**src/rtl/jesd204_clk_pkg.sv**
```systemverilog
// jesd204_clk_pkg: state encoding and shared widths for the JESD204 clock/reset sequencer
package jesd204_clk_pkg;
    typedef enum logic [2:0] {
        IDLE      = 3'd0,
        PLL_RST   = 3'd1,
        WAIT_LOCK = 3'd2,
        SETTLE    = 3'd3,
        RUN       = 3'd4,
        FAULT     = 3'd5
    } seq_state_t;
    localparam int DEGLITCH_LEN = 4;
    localparam int RETRY_W = 8;
endpackage

```
**src/rtl/jesd204_clk_rst_seq_if.sv**
```systemverilog
// jesd204_clk_rst_seq_if: board control, clock-manager and link-reset signals of the sequencer
interface jesd204_clk_rst_seq_if;
    import jesd204_clk_pkg::*;
    logic enable;
    logic fault_clr;
    logic mgr_locked;
    logic mgr_reset;
    logic link_reset;
    logic ready;
    logic fault;
    logic [RETRY_W-1:0] retry_cnt;
    logic [2:0] state;
    modport master (
        output enable, fault_clr, mgr_locked,
        input  mgr_reset, link_reset, ready, fault, retry_cnt, state
    );
    modport slave (
        input  enable, fault_clr, mgr_locked,
        output mgr_reset, link_reset, ready, fault, retry_cnt, state
    );
endinterface

```
**src/rtl/jesd204_sync_2ff.sv**
```systemverilog
// jesd204_sync_2ff: parameterised-width two-flop synchronizer with async active-high reset
module jesd204_sync_2ff #(
    parameter int W = 1
) (
    input  logic         clk_in,
    input  logic         reset,
    input  logic [W-1:0] d,
    output logic [W-1:0] q
);
    logic [W-1:0] meta;
    always_ff @(posedge clk_in or posedge reset)
        if (reset) {q, meta} <= '0;
        else {q, meta} <= {meta, d};
endmodule

```
**src/rtl/jesd204_clk_rst_seq.sv**
```systemverilog
// jesd204_clk_rst_seq: clock-manager reset/lock sequencer gating the link reset on clock health.
// Define JESD204_LOCK_DEGLITCH_EN to require DEGLITCH_LEN low cycles of lock before leaving RUN.
module jesd204_clk_rst_seq
    import jesd204_clk_pkg::*;
#(
    parameter int RST_CYCLES    = 16,
    parameter int LOCK_TIMEOUT  = 4096,
    parameter int SETTLE_CYCLES = 256,
    parameter int MAX_RETRIES   = 3,
    parameter int CNT_W         = 16
) (
    input logic clk_in,
    input logic reset,
    jesd204_clk_rst_seq_if.slave bus
);
    seq_state_t state_q, state_d;
    logic [CNT_W-1:0] timer_q, timer_d;
    logic [RETRY_W-1:0] retry_q, retry_d;
    logic lock_s, lock_lost, fail;
    logic mgr_reset_q, link_reset_q, ready_q, fault_q;

    jesd204_sync_2ff #(.W(1)) u_sync (.clk_in, .reset, .d(bus.mgr_locked), .q(lock_s));

`ifdef JESD204_LOCK_DEGLITCH_EN
    localparam int GW = $clog2(DEGLITCH_LEN);
    logic [GW-1:0] glitch_q;
    always_ff @(posedge clk_in or posedge reset)
        if (reset) glitch_q <= '0;
        else glitch_q <= (state_q == RUN && !lock_s) ? glitch_q + GW'(1) : '0;
    assign lock_lost = !lock_s && glitch_q == GW'(DEGLITCH_LEN - 1);
`else
    assign lock_lost = !lock_s;
`endif

    always_comb begin
        state_d = state_q;
        timer_d = '0;
        fail    = 1'b0;
        if (!bus.enable && state_q != FAULT) state_d = IDLE;
        else begin
            case (state_q)
                IDLE:      state_d = PLL_RST;
                PLL_RST:   if (timer_q == CNT_W'(RST_CYCLES - 1)) state_d = WAIT_LOCK;
                           else timer_d = timer_q + CNT_W'(1);
                WAIT_LOCK: if (lock_s) state_d = SETTLE;
                           else if (timer_q == CNT_W'(LOCK_TIMEOUT - 1)) fail = 1'b1;
                           else timer_d = timer_q + CNT_W'(1);
                SETTLE:    if (lock_s && timer_q == CNT_W'(SETTLE_CYCLES - 1)) state_d = RUN;
                           else if (lock_s) timer_d = timer_q + CNT_W'(1);
                RUN:       fail = lock_lost;
                FAULT:     if (bus.fault_clr) state_d = IDLE;
                default:   state_d = IDLE;
            endcase
        end
        // the retry budget is judged on the count before this failure is added
        if (fail) state_d = (int'(retry_q) < MAX_RETRIES) ? PLL_RST : FAULT;
        retry_d = (state_d == IDLE) ? '0 : (fail && retry_q != '1) ? retry_q + RETRY_W'(1) : retry_q;
    end

    always_ff @(posedge clk_in or posedge reset)
        if (reset) begin
            state_q      <= IDLE;
            timer_q      <= '0;
            retry_q      <= '0;
            mgr_reset_q  <= 1'b1;
            link_reset_q <= 1'b1;
            ready_q      <= 1'b0;
            fault_q      <= 1'b0;
        end else begin
            state_q      <= state_d;
            timer_q      <= timer_d;
            retry_q      <= retry_d;
            mgr_reset_q  <= state_d == IDLE || state_d == PLL_RST || state_d == FAULT;
            link_reset_q <= state_d != RUN;
            ready_q      <= state_d == RUN;
            fault_q      <= state_d == FAULT;
        end

    assign bus.mgr_reset  = mgr_reset_q;
    assign bus.link_reset = link_reset_q;
    assign bus.ready      = ready_q;
    assign bus.fault      = fault_q;
    assign bus.retry_cnt  = retry_q;
    assign bus.state      = state_q;
endmodule

```
**src/flat_wrapper.sv**
```systemverilog
// flat-port wrapper written by rule: the top's interface ports become plain ports
module jesd204_clk_rst_seq_flat import jesd204_clk_pkg::*;
#(
    parameter int RST_CYCLES    = 16,
    parameter int LOCK_TIMEOUT  = 4096,
    parameter int SETTLE_CYCLES = 256,
    parameter int MAX_RETRIES   = 3,
    parameter int CNT_W         = 16
)
  (clk_in, reset, bus_enable, bus_fault_clr, bus_mgr_locked, bus_mgr_reset, bus_link_reset, bus_ready, bus_fault, bus_retry_cnt, bus_state);
  jesd204_clk_rst_seq_if bus_i ();
  input logic clk_in;
  input logic reset;
  input wire logic [$bits(bus_i.enable)-1:0] bus_enable;
  input wire logic [$bits(bus_i.fault_clr)-1:0] bus_fault_clr;
  input wire logic [$bits(bus_i.mgr_locked)-1:0] bus_mgr_locked;
  output wire logic [$bits(bus_i.mgr_reset)-1:0] bus_mgr_reset;
  output wire logic [$bits(bus_i.link_reset)-1:0] bus_link_reset;
  output wire logic [$bits(bus_i.ready)-1:0] bus_ready;
  output wire logic [$bits(bus_i.fault)-1:0] bus_fault;
  output wire logic [$bits(bus_i.retry_cnt)-1:0] bus_retry_cnt;
  output wire logic [$bits(bus_i.state)-1:0] bus_state;
  assign bus_i.enable = bus_enable;
  assign bus_i.fault_clr = bus_fault_clr;
  assign bus_i.mgr_locked = bus_mgr_locked;
  assign bus_mgr_reset = bus_i.mgr_reset;
  assign bus_link_reset = bus_i.link_reset;
  assign bus_ready = bus_i.ready;
  assign bus_fault = bus_i.fault;
  assign bus_retry_cnt = bus_i.retry_cnt;
  assign bus_state = bus_i.state;
  jesd204_clk_rst_seq #(.RST_CYCLES(RST_CYCLES), .LOCK_TIMEOUT(LOCK_TIMEOUT), .SETTLE_CYCLES(SETTLE_CYCLES), .MAX_RETRIES(MAX_RETRIES), .CNT_W(CNT_W)) u_core (.clk_in(clk_in), .reset(reset), .bus(bus_i));
endmodule
```
**config.mk**
```make
export PLATFORM = sky130hd
export DESIGN_NAME = jesd204_clk_rst_seq_flat
export DESIGN_NICKNAME = d
export VERILOG_FILES = /design/src/rtl/jesd204_clk_pkg.sv /design/src/rtl/jesd204_clk_rst_seq_if.sv /design/src/rtl/jesd204_sync_2ff.sv /design/src/rtl/jesd204_clk_rst_seq.sv /design/src/flat_wrapper.sv
export SDC_FILE = /design/constraint.sdc
export NUM_CORES = 1
export LEC_CHECK = 0
export BUFFER_PORTS_ARGS = -buffer_cell sky130_fd_sc_hd__buf_2
export CAP_MARGIN = 20
export CORE_MARGIN = 4
export CORE_UTILIZATION = 45
export DETAILED_ROUTE_END_ITERATION = 12
export GPL_TIMING_DRIVEN = 0
export PLACE_DENSITY = 0.64
export SLEW_MARGIN = 20
export SYNTH_ARGS = -nofsm -noshare
export SYNTH_HDL_FRONTEND = slang
export SYNTH_SLANG_ARGS = --single-unit
```
**constraint.sdc**
```tcl
create_clock -name clk_in -period 3.2 [get_ports clk_in]
set_input_delay 0.64 -clock clk_in [delete_from_list [all_inputs] [get_ports clk_in]]
set_output_delay 0.64 -clock clk_in [all_outputs]
set_load 0.02 [all_outputs]
```
After elaboration in Yosys (flattened, before gate mapping):

Cells that the tools add are included.

* bits in registers: 33
* output and inout bits: 15

* $add $sub $neg: 2
* magnitude comparators: 1
* equal/unequal tests: 14
* muxes and demuxes: 21
* reductions and logical operators: 10

Operators with widths (count)
* $mux W16: 6
* $pmux W16 S3: 1
* $mux W3: 7
* $pmux W3 S6: 1
* $add A16 B1 Y16 const B: 1
* $eq A16 B12 Y1 const B: 1
* $eq A16 B4 Y1 const B: 1
* $eq A16 B8 Y1 const B: 1
* $mux W8: 2
* $eq A3 B3 Y1 const B: 4
* $add A8 B1 Y8 const B: 1
* $lt A8 B2 Y1 const B: 1
* $ne A8 B8 Y1 const B: 1
* $eq A3 B1 Y1 const B: 2
* $eq A3 B2 Y1 const B: 2
* $logic_not A3 Y1: 2
* $ne A3 B3 Y1 const B: 2
* $logic_and A1 B1 Y1: 3
* $mux W1: 3
* $logic_not A1 Y1: 2
* $logic_or A1 B1 Y1: 2
* $pmux W1 S2: 1
* $reduce_bool A2 Y1: 1

Longest topological paths before layout:

* depth after elaboration: 9
* gate-level depth with buffers: 8
* depth with buffers taken out: 6

By module:

A second synthesis with hierarchy kept.

* cells, all modules: 188
* area, all modules: 1766.7 um^2

Modules (own cells, without submodules)
* jesd204_clk_rst_seq: times used 1, cells each 185, area an instance 1712.9 um^2, sequential area each 778.2 um^2
* jesd204_sync_2ff: times used 1, cells each 3, area an instance 53.8 um^2, sequential area each 50.0 um^2

Worst setup path after synthesis:

No wires, ideal clock.

* kind: register to register
* from: register u_core.timer_q[13]
* to: register u_core.timer_q[10]
* library setup time: 0.134 ns
* arrival: 2.190 ns
* setup slack: 0.876 ns
* stages on the path, launching flop included: 8
* path through: dfrtp_1 -> or4_4 -> or4_4 -> buf_6 -> o2bb2ai_1 -> a21oi_2 -> buf_4 -> nor3_1

* cells in the longest elaborated chain, start to end: 5
* elaborated cells on any way between the ends: 10
* classes of those cells: eq/ne: 3; mux: 6; reduce/logical: 1

RTL lines
* start: declaration: line jesd204_clk_rst_seq.sv:17 `logic [CNT_W-1:0] timer_q, timer_d;`
* start signal: assignment: line jesd204_clk_rst_seq.sv:71 `timer_q <= timer_d;`
* $eq A16 B12 Y1 or $eq A16 B8 Y1 (tied branches): line jesd204_clk_rst_seq.sv:46, jesd204_clk_rst_seq.sv:48
* $mux W16 or $logic_and A1 B1 Y1 (tied branches): line jesd204_clk_rst_seq.sv:46, jesd204_clk_rst_seq.sv:48
* $mux W16 (on tied branches): line jesd204_clk_rst_seq.sv:45, jesd204_clk_rst_seq.sv:48
* $pmux W16 S3 *: line jesd204_clk_rst_seq.sv:41 `case (state_q)`
* $mux W16 *: line jesd204_clk_rst_seq.sv:39 `if (!bus.enable && state_q != FAULT) state_d = IDLE;`
* named net u_core.timer_d[10]: line jesd204_clk_rst_seq.sv:17

The timed path passes the listed nets; every way through them passes the cells marked *.
A chain may end at the register's enable or synchronous reset.

Worst setup path after layout:

* from: register u_core.timer_q[13]
* to: register u_core.timer_q[12]

Same word-level chain as after synthesis.

==> flow_summary.json <==
{
  "status": "finished clean",
  "vias": 1397,
  "vdd_ir_drop_max_mv": 0.279,
  "cp_top_family": "simple AND/OR/NAND/NOR gates",
  "cpPeakStageDelay_ps": 570,
  "path_common_cell": "or4_4",
  "synth_flop_cell": "dfrtp_1",
  "diodes": 0,
  "final_hold_viol_count": 0,
  "hp-class": "flop to flop",
  "synth-simple-area-share": 0.251,
  "worstSetupStartpointType": "flop",
  "grt_pass1_wl_microns": 6250,
  "synth.distinct_cells": 39,
  "grt_antenna_before_repair": 0,
  "dieWidth_microns": 70.2,
  "relSlewSlack": 0.545,
  "cts_tree": "yes",
  "dp_hpwl_microns": 2560,
  "clock-sinks": 33,
  "num-fill-cells": 336,
  "start_util": 0.472,
  "setup_viol": 0,
  "worst_pin_slew_ps": 681,
  "p_sw_w": 0.000176,
  "fin_setup_tns_ps": 0,
  "drt_iter0_drc": 94,
  "period_minus_slack_ps": 2550,
  "ys_ff_latch": 33,
  "pwr-share-seq": 0.490,
  "clockBufferDepth": 2,
  "numCtsBuffers": 5,
  "synth.net_count": 181,
  "die_h_microns": 70.2,
  "num-nets-final": 207,
  "p_leak_nw": 0.844,
  "cts_setup_buffers": 0,
  "yosys.area_share.adder": 0.0144,
  "drt-pass1-iter-count": 4,
  "cp_cell_sequence": "or4_4 > or4_4 > buf_6 > o2bb2ai_1 > a21oi_2 > buf_4 > nor3_1",
  "drtAntennaViolNets": 0,
  "synth_top_family_by_area": "simple AND/OR/NAND/NOR gates",
  "cp.required_ps": 3350,
  "end_kind": "flop",
  "grt_usage": 0.160,
  "wire_per_inst_microns": 14.1,
  "cts_hold_buf": 0,
  "gp_congestion": 0.838,
  "slew_violations": 0,
  "power.total_w": 0.000864,
  "crit_type": "flop to flop",
  "cap_violations": 0,
  "finalWirelength_microns": 3500,
  "finalCoreUtilization": 0.545,
  "grt_max_degree": 34,
  "overflow": 0,
  "power.density_nw_per_um2": 430,
  "crit_slowest_cell": "or4_4",
  "skew_ps": 9.78,
  "drc": 0,
  "layout-drive-gt1-share": 0.204,
  "synth-compound-area-share": 0.112,
  "crit_buf_inv": 2,
  "min_period_over_period": 0.796,
  "clkSlewWorstSetupHoldPaths_ps": 60,
  "hold_start": "u_core.u_sync.meta$_DFF_PP0_",
  "synth-seq-area-share": 0.476,
  "synth.mux.area_fraction": 0.0230,
  "fmax_mhz": 393,
  "rsz0062_at_grt": "false",
  "synth_edf_count": 0,
  "cts_resized": 0,
  "worst_ep_arrival_time_ps": 2690,
  "io_pins": 20,
  "critPathLaunch": "u_core.timer_q[13]$_DFF_PP0_",
  "synthToLayoutAreaGrowth_pct": 15.6,
  "cts_root_buf": "clkbuf_8",
  "port_buffers": 19,
  "p_comb_frac": 0.052,
  "core_sq_um": 3690,
  "rr_startpoint": "u_core.timer_q[13]$_DFF_PP0_",
  "synth-async-reset-ratio": 1.00,
  "internal-power_w": 0.000688,
  "clkPwrFrac": 0.457,
  "h-tree-depth": 2,
  "die_area_sq_um": 4920,
  "syn_avg_cell_area_sq_um": 10.0,
  "yosys.area_share.xor_xnor": 0.0957,
  "vias_per_cell": 5.61,
  "cp_max_fo": 10,
  "syn_inst": 174,
  "switching_share": 0.204,
  "grt_pass1_vias": 1356,
  "yosysWarnings": 0,
  "clk_latency_ps": 280,
  "row_count": 22,
  "syn_area_sq_um": 1740
}
flip-flops by register name, summed over array words and instances, names as in the netlist:
name                   cells
u_core.bus.mgr_reset       1
u_core.bus.retry_cnt       8
u_core.u_sync.q            1
u_core.bus.link_reset      1
u_core.bus.fault           1
u_core.u_sync.meta         1
u_core.timer_q            16
u_core.bus.state           3
u_core.bus.ready           1
logic make-up (layout without fill, tap and decap cells):
family,count (synthesis),after routing
buffers and inverters,10,37
multiplexers,4,4
XOR/XNOR,19,19
AO/OA/AOI/OAI,25,25
flip-flops,33,33
adder cells (fa/ha/maj),2,2
AND/OR/NAND/NOR,81,81
power groups by stage:
stage | Clock, W | Sequential, W | Combinational [W]
floorplan | 0 | 0.000432 | 0.0000318
global placement | 0 | 0.000431 | 0.0000444
detailed placement | 0 | 0.000431 | 0.0000462
CTS | 0.000411 | 0.000424 | 0.0000462
global route | 0.000432 | 0.000424 | 0.0000525
finish | 0.000395 | 0.000424 | 0.0000453
worst paths after layout:
check | slack (ps) | cells past startpoint | end
min | 350 | 0 | u_core.u_sync.q$_DFF_PP0_
max in group asynchronous | 2300 | 2 | u_core.bus.retry_cnt[1]$_DFFE_PP0P_
min reg2reg | 350 | 0 | u_core.u_sync.q$_DFF_PP0_
max reg2reg | 650 | 7 | u_core.timer_q[12]$_DFF_PP0_
min in group asynchronous | 460 | 2 | u_core.bus.retry_cnt[2]$_DFFE_PP0P_
max | 650 | 7 | u_core.timer_q[12]$_DFF_PP0_
cell usage in the layout (no fill, tap or decap), types with 3 or more instances in the layout:
| cell | synthesis | layout |
|---|---|---|
| dfrtp_1 | 31 | 31 |
| buf_2 | 0 | 19 |
| nor3_1 | 17 | 17 |
| xnor2_1 | 16 | 16 |
| nor2_1 | 15 | 15 |
| nand2_1 | 10 | 10 |
| nand3_1 | 7 | 7 |
| nand4_1 | 6 | 6 |
| clkbuf_8 | 0 | 6 |
| nor4_1 | 5 | 5 |
| clkbuf_1 | 3 | 4 |
| nand2b_1 | 4 | 4 |
| a21oi_1 | 4 | 4 |
| mux2i_1 | 4 | 4 |
| inv_1 | 5 | 4 |
| or4_1 | 3 | 3 |
| nor2b_1 | 3 | 3 |
| and3_1 | 3 | 3 |
| xor2_1 | 3 | 3 |
| o21ai_0 | 3 | 3 |
| a2111oi_2 | 3 | 3 |
layer usage:
layer | wire length [microns] | GRT usage | share of wire
met1 | 1570 | 0.204 | 0.45
met2 | 1740 | 0.257 | 0.50
met3 | 178 | 0.0518 | 0.051
met4 | 18 | 0.0511 | 0.0051
met5 | 0 | 0 | 0
per-stage QoR:
step	hold slack [ps]	area (sq um)	setup WS [ps]	std cells
6_report	352	2010	653	249
5_1_grt	385	2010	512	249
4_1_cts	352	2010	659	249
3_5_place_dp	337	1890	666	241
3_3_place_gp	334	1890	688	241
2_1_floorplan	331	1740	876	174
cells in the mapped netlist, types with 3 or more instances:
master     count  area [sq um]
dfrtp_1       31           776
nor3_1        17          85.1
xnor2_1       16           140
nor2_1        15          56.3
nand2_1       10          37.5
nand3_1        7          35.0
nand4_1        6          37.5
inv_1          5          18.8
nor4_1         5          31.3
a21oi_1        4          20.0
mux2i_1        4          40.0
nand2b_1       4          25.0
a2111oi_2      3          45.0
and3_1         3          18.8
clkbuf_1       3          11.3
nor2b_1        3          18.8
o21ai_0        3          15.0
or4_1          3          22.5
xor2_1         3          26.3
area by class of cell:
class,instances,area (sq um),area share
plain buffers,5,30.0,0.0149
repair buffers,19,95.1,0.0473
inverters,5,18.8,0.00933
clock inverters,1,30.0,0.0149
multi-input cells,131,862,0.429
flip-flops and latches,33,828,0.412
well taps,48,60.1,0.0299
clock buffers,7,86.3,0.0429
Power figures use the tool's default switching activity.
